`config.mk`:
```
export PLATFORM = sky130hd
export DESIGN_NAME = approach_queue
export DESIGN_NICKNAME = d
export VERILOG_FILES = /design/src/rtl/traffic_pkg.sv /design/src/rtl/approach_queue.sv
export SDC_FILE = /design/constraint.sdc
export NUM_CORES = 1
export LEC_CHECK = 0
export CAP_MARGIN = 20
export CORE_ASPECT_RATIO = 1.25
export CORE_MARGIN = 10
export CORE_UTILIZATION = 35
export DETAILED_ROUTE_END_ITERATION = 10
export SLEW_MARGIN = 15
export SYNTH_ARGS = -nofsm -noshare
export SYNTH_HDL_FRONTEND = slang
export SYNTH_SLANG_ARGS = --single-unit
```
`constraint.sdc`:
```
create_clock -name clk -period 3.9 [get_ports clk]
set_input_delay 0.585 -clock clk [delete_from_list [all_inputs] [get_ports clk]]
set_output_delay 0.585 -clock clk [all_outputs]
set_load 0.02 [all_outputs]
```
`src/rtl/traffic_pkg.sv`:
```
// Shared definitions for the intersection model: light codes, turn codes,
// approach indices and sensor bit positions, plus the light/turn permission rule.
package traffic_pkg;

  // Light codes driven by the controller; 5..7 are illegal and behave as Stop.
  localparam logic [2:0] LIGHT_STOP    = 3'd0;
  localparam logic [2:0] LIGHT_FORWARD = 3'd1;
  localparam logic [2:0] LIGHT_LEFT    = 3'd2;
  localparam logic [2:0] LIGHT_RIGHT   = 3'd3;
  localparam logic [2:0] LIGHT_GO      = 3'd4;

  typedef enum logic [1:0] {
    TURN_FORWARD = 2'd0,
    TURN_LEFT    = 2'd1,
    TURN_RIGHT   = 2'd2,
    TURN_INVALID = 2'd3
  } turn_e;

  typedef enum logic {
    ST_IDLE     = 1'b0,
    ST_CROSSING = 1'b1
  } approach_state_e;

  // Approach index order; opposite pairs differ only in bit 0 (N/S, E/W).
  localparam int APP_N = 0;
  localparam int APP_S = 1;
  localparam int APP_E = 2;
  localparam int APP_W = 3;
  localparam int NUM_APPROACHES = 4;

  // Positions inside sensor_light.
  localparam int CENTRE_S = 0;
  localparam int CENTRE_W = 1;
  localparam int CENTRE_E = 2;
  localparam int CENTRE_N = 3;
  localparam int WAIT_S   = 4;
  localparam int WAIT_E   = 5;
  localparam int WAIT_N   = 6;
  localparam int WAIT_W   = 7;

  function automatic logic light_permits(input logic [2:0] light, input turn_e turn);
    case (light)
      LIGHT_GO:      return 1'b1;
      LIGHT_FORWARD: return turn == TURN_FORWARD;
      LIGHT_LEFT:    return turn == TURN_LEFT;
      LIGHT_RIGHT:   return turn == TURN_RIGHT;
      default:       return 1'b0;
    endcase
  endfunction

  function automatic logic is_illegal_light(input logic [2:0] light);
    return light > LIGHT_GO;
  endfunction

  function automatic logic is_opposite(input int a, input int b);
    return (a ^ b) == 1;
  endfunction

endpackage

```
`src/rtl/approach_queue.sv`:
```
// One approach of the intersection: a FIFO of waiting cars' turn codes and an
// IDLE/CROSSING state machine that releases the head car when its light permits.
module approach_queue
  import traffic_pkg::*;
#(
  parameter int DEPTH        = 4,
  parameter int CROSS_CYCLES = 3
) (
  input  logic       clk,
  input  logic       rst,
  input  logic [2:0] light,
  input  logic       arrive,
  input  logic [1:0] arrive_turn,
  output logic       waiting,
  output logic       crossing,
  output logic       full,
  output turn_e      turn,
  output logic       dropped,
  output logic       done
);

  localparam int PW = (DEPTH > 1) ? $clog2(DEPTH) : 1;
  localparam int CW = $clog2(DEPTH) + 1;
  localparam logic [3:0] TIMER_LOAD = 4'(CROSS_CYCLES - 1);

  turn_e           mem [DEPTH];
  logic [PW-1:0]   rd_ptr, wr_ptr;
  logic [CW-1:0]   count;
  approach_state_e state, state_next;
  logic [3:0]      timer, timer_next;
  turn_e           turn_next;
  turn_e           head;
  logic            empty, pop, push;

  assign head     = mem[rd_ptr];
  assign empty    = (count == '0);
  assign full     = (count == CW'(DEPTH));
  assign waiting  = !empty;
  assign crossing = (state == ST_CROSSING);

  // A full queue still accepts an arrival when its head leaves on the same edge.
  assign push    = arrive && (arrive_turn != TURN_INVALID) && (!full || pop);
  assign dropped = arrive && !push;

  // Release decision and crossing countdown.
  always_comb begin
    // NOTE: every output of this block gets a default first so no path leaves it unassigned (no latches).
    state_next = state;
    timer_next = timer;
    turn_next  = turn;
    pop        = 1'b0;
    done       = 1'b0;
    case (state)
      ST_IDLE: begin
        if (!empty && light_permits(light, head)) begin
          pop        = 1'b1;
          turn_next  = head;
          timer_next = TIMER_LOAD;
          state_next = ST_CROSSING;
        end
      end
      ST_CROSSING: begin
        if (timer == 4'd0) begin
          state_next = ST_IDLE;
          done       = 1'b1;
        end else begin
          timer_next = timer - 4'd1;
        end
      end
      default: state_next = ST_IDLE;
    endcase
  end

  // State register for the crossing FSM.
  always_ff @(posedge clk) begin
    // NOTE: sequential state is updated with non-blocking assignments only, so all registers see pre-edge values.
    if (!rst) begin
      state <= ST_IDLE;
      timer <= 4'd0;
      turn  <= TURN_FORWARD;
    end else begin
      state <= state_next;
      timer <= timer_next;
      turn  <= turn_next;
    end
  end

  // FIFO pointers and occupancy.
  always_ff @(posedge clk) begin
    if (!rst) begin
      rd_ptr <= '0;
      wr_ptr <= '0;
      count  <= '0;
    end else begin
      if (push) wr_ptr <= wr_ptr + 1'b1;
      if (pop)  rd_ptr <= rd_ptr + 1'b1;
      case ({push, pop})
        2'b10:   count <= count + 1'b1;
        2'b01:   count <= count - 1'b1;
        default: count <= count;
      endcase
    end
  end

  // FIFO storage.
  always_ff @(posedge clk) begin
    // NOTE: storage is not reset; the pointers and count define which entries are valid.
    if (push) mem[wr_ptr] <= turn_e'(arrive_turn);
  end

endmodule

```
# Word level (Yosys, flattened, before mapping)
# Memories as Yosys holds them, arrays and structs flattened. A register that Yosys moved wholly into a read port is not among the register bits.
# Cells that the tools add are included.
# classes
n_addsub	5
muxes	16
bitwise	1
eq_ne	12
n_reduce_logical	14
# ops
op	count
1-bit 2-to-1 mux	8
4-bit 2-to-1 mux	2
4-bit case mux with 2 select lines	1
3-bit by 2-bit == test with 1-bit output, second input constant	2
3-bit == test, second input constant	2
2-bit != test, second input constant	3
3-bit case mux with 2 select lines	1
2-bit by 1-bit adder with 2-bit output, second input constant	2
2-bit by 1-bit == test with 1-bit output, second input constant	2
2-bit == test, second input constant	2
1-bit logical AND	4
4-bit zero test	1
2-bit 2-to-1 mux	2
1-bit case mux with 4 select lines	1
2-bit AND reduction	2
4-bit by 1-bit subtractor with 4-bit output, second input constant	1
3-bit by 1-bit adder with 3-bit output, second input constant	1
3-bit by 1-bit == test with 1-bit output, second input constant	1
1-bit zero test	3
3-bit zero test	1
3-bit by 1-bit subtractor with 3-bit output, second input constant	1
2-bit zero test	1
1-bit case mux with 2 select lines	1
2-bit nonzero test	1
2 further kinds	2
# totals
memories	1
in_bits	8
wordCells	55
out_inout_bits	7
register_bits	14
ramBits	8
# mem_list
memory	depth	word_bits	read_ports	rd_clocked_by_memory_dff	wr	line_no	text
mem	4	2	1	1	1	approach_queue.sv:26	turn_e mem [DEPTH];

# Depth between registers and ports, before layout
# depth
ltp_word	10
ltp_mapped	9
depth_no_buf	9

# Least setup slack after synthesis
# Ideal clock, no wire load.
# synth_path
path_kind	register -> output
startpoint	register (tool-made name)
endpoint	output dropped
path_stages_with_launch	6
required_ps	3315
slack_ps	1483
t_arrival_ps	1832
path_cell_list	dfxtp_1 > mux4_2 > nor2b_1 > a32oi_2 > a31o_2 > and2_1
# synth_lines
element	line_no	text
end: declaration	approach_queue.sv:18	output logic dropped,

# Final worst setup path
# layout_path
startpoint	input light[1]
endpoint	output dropped
# layout_via
elab_chain_len	10
# layout_lines
element	line_no	text
start: declaration	approach_queue.sv:11	input logic [2:0] light,
3-bit by 2-bit == test with 1-bit output (tied with other cells)	traffic_pkg.sv:42	case (light)
1-bit case mux with 4 select lines *	traffic_pkg.sv:42	
1-bit 2-to-1 mux *	approach_queue.sv:53	case (state)
1-bit logical AND *	approach_queue.sv:55	if (!empty && light_permits(light, head)) begin
1-bit 2-to-1 mux *	approach_queue.sv:55	
1-bit 2-to-1 mux *	approach_queue.sv:53	
1-bit logical OR *	approach_queue.sv:42	assign push = arrive && (arrive_turn != TURN_INVALID) && (!full || pop);
1-bit logical AND *	approach_queue.sv:42	
1-bit zero test *	approach_queue.sv:43	assign dropped = arrive && !push;
1-bit logical AND *	approach_queue.sv:43	
# Every way passes the cells marked *; elsewhere a longest branch is shown, timed or not. The select of a mux whose other input is x is not followed.

==> results.cfg <==
[timing]
setup_violations = 0
worst_hold_slack_ns = 0.486
fin_crit_sh_pct = 88.3
skew_ns = 0.00328
relSlewSlack_pct = 62.6
fin_crit_ns = 3.44
finalHoldViolCount = 0
fin_tns_setup_ns = 0
fmax_ghz = 0.290
rsz0062_at_grt = false
final-max-slew-violation-count = 0
tightestPinTransition_ns = 0.559

[yosys]
yosys.area.top_type = dfxtp_1
synthArstFlopShare_pct = 0
synth_area_leaders = dfxtp_1 27%, edfxtp_1 20%, ha_1 5.2%
syn_nets = 128
synth_cells = 114
yosys_warnings = 0
yosys_most_used_dff = dfxtp_1
synth_area_um2 = 1210
synth.most_common_cell = dfxtp_1
syn_area_per_cell_um2 = 10.6
synth.top_cells.by_count = 16 x dfxtp_1, 12 x nor2_1, 11 x inv_1, 11 x nand2_1, 8 x edfxtp_1
yosysSeqAreaShare_pct = 46.4
synth_top_area_share_pct = 26.5
ys_types = 33
synth_edf_count = 8
ys_ff_latch = 24

[outcome]
outcome = complete, no violations

[clocking]
tritoncts = yes
worstSkewPairLatency_ns = 0.26
h-tree-depth = 1
clk_pin_slew_ns = 0.08
cts_buffers = 3
cts_buffer_depth = 2
cts_resized = 0
cts.sinks = 24
cts_root_buf = clkbuf_8
cts_hold_buffers = 0
cts_setup_buffers = 0

[critical_path]
crit_arrival_ns = 2.86
startpoint_type = input port
worst-path-max-fanout = 9
critical_path_class = in2out
end_kind = primary output
crit_required_ns = 3.31

[drt]
via_per_inst = 4.86
drcViolationCount = 0
drt_iter0_markers = 23
postRouteAntennaNets = 0
routedWlPerCell_um = 12.3
routed_wl_um = 2060
vias = 812
dr.pass1.iters = 4

[layout]
num-nets-final = 145
drive_above_1_share_pct = 8.46
diodes = 0
final_cells = 167
post-route-util_pct = 44.2
design_area_um2 = 1450
area_delta_synth_final_pct = 19.9

[placed_design]
place_hpwl_um = 1640
io_buffers = 14
gp_congestion = 0.728
dp_cells = 163
dpl_cell_area_um2 = 1380

[floorplanning]
die_h_um = 85.7
dieArea_um2 = 6220
die_w_um = 72.6
fp.coreArea_um2 = 3280
pin_count = 15
rows = 23
initial_core_util_pct = 36.8

[power_and_ir_drop]
leakagePower_uw = 0.000561
powerDensity_nw_per_um2 = 435
vdd_drop_max_mv = 0.200

[global_route]
grt_pass1_vias = 822
antenna_found_initial = 0
track_usage_pct = 6.89
grt_pass1_wl_um = 3460
grt_overflow = 0
grt_max_degree = 19

[job]
cap_viol_max_count = 0

[hold_path]
hp-class = reg2reg
-- layout by cell type, fill, tap and decap left out, types with 2 or more instances in the layout --
cell,count
nor3_1,2
inv_1,11
and3_1,2
dfxtp_1,16
or2b_1,2
clkdlybuf4s50_1,14
ha_1,5
nand3_1,5
nor2_1,12
edfxtp_1,8
mux2i_1,5
clkbuf_8,3
o21ai_0,2
a21boi_1,2
nand2_1,11
nor2b_1,4
mux4_2,2
and2_1,5
xor2_1,4
-- per-stage QoR --
stage	setup slack (ns)	total power (µW)
final	0.456	631
after global placement	0.491	422
after global routing	0.303	662
after CTS	0.428	641
after detailed placement	0.432	425
after floorplan	1.48	382
-- area by class of cell --
cell class	count	area, µm²
clock buffer	3	41.3
inverter	11	41.3
sequential	24	561
fill	344	1830
tap	37	46.3
multi-input combinational	77	589
clock inverter	1	30.0
timing repair buffer	14	140
-- critical path: stages --
cell             delay (ns)
clkdlybuf4s50_1        0.50
or2b_1                 0.25
nor4_1                 0.36
a32oi_4                0.13
a31o_2                 0.33
and2_1                 0.17
clkdlybuf4s50_1        0.54
-- report_power, final --
group	switching [µW]	leakage, µW	internal (µW)
Clock	76.9	0.0000357	137
Combinational	69.7	0.000322	60.5
Sequential	11.3	0.000203	275
-- flip-flops by register name (all words and copies together), names as in the netlist, named ones only --
register / flops
mem: 8
timer: 4
count: 3
rd_ptr: 2
turn: 2
wr_ptr: 2
crossing: 1
-- path summary, 6_finish.rpt --
check,startpoint,slack [ns],cells after the start,end
worst max-delay path,light[1],0.46,7,dropped
worst min-delay path,count[1],0.49,2,count[1]
worst max register to register,register,1.35,9,count[2]
worst min register to register,count[1],0.49,2,count[1]
-- routing by layer --
| metal | part of all wire (%) | GRT usage (%) | up-vias |
|---|---|---|---|
| met2 | 46 | 11.1 | 14 |
| li1 | - | - | 419 |
| met5 | 0 | 0 | - |
| met3 | 6.5 | 2.54 | 5 |
| met1 | 45 | 7.41 | 374 |
| met4 | 2.5 | 4.15 | 0 |
-- cells by family (layout without fill, tap and decap cells) --
logic type	Yosys count	after routing	synth area share [%]
and+or+nand+nor	48	48	20.3
AOI/OAI and AO/OA	11	11	10.1
muxes	7	7	7.87
adders and majority gates	6	6	6.83
DFF	24	24	46.4
buffers and inverters	13	29	4.87
xor gates and xnor gates	5	5	3.62
Power figures use the tool's default switching activity.
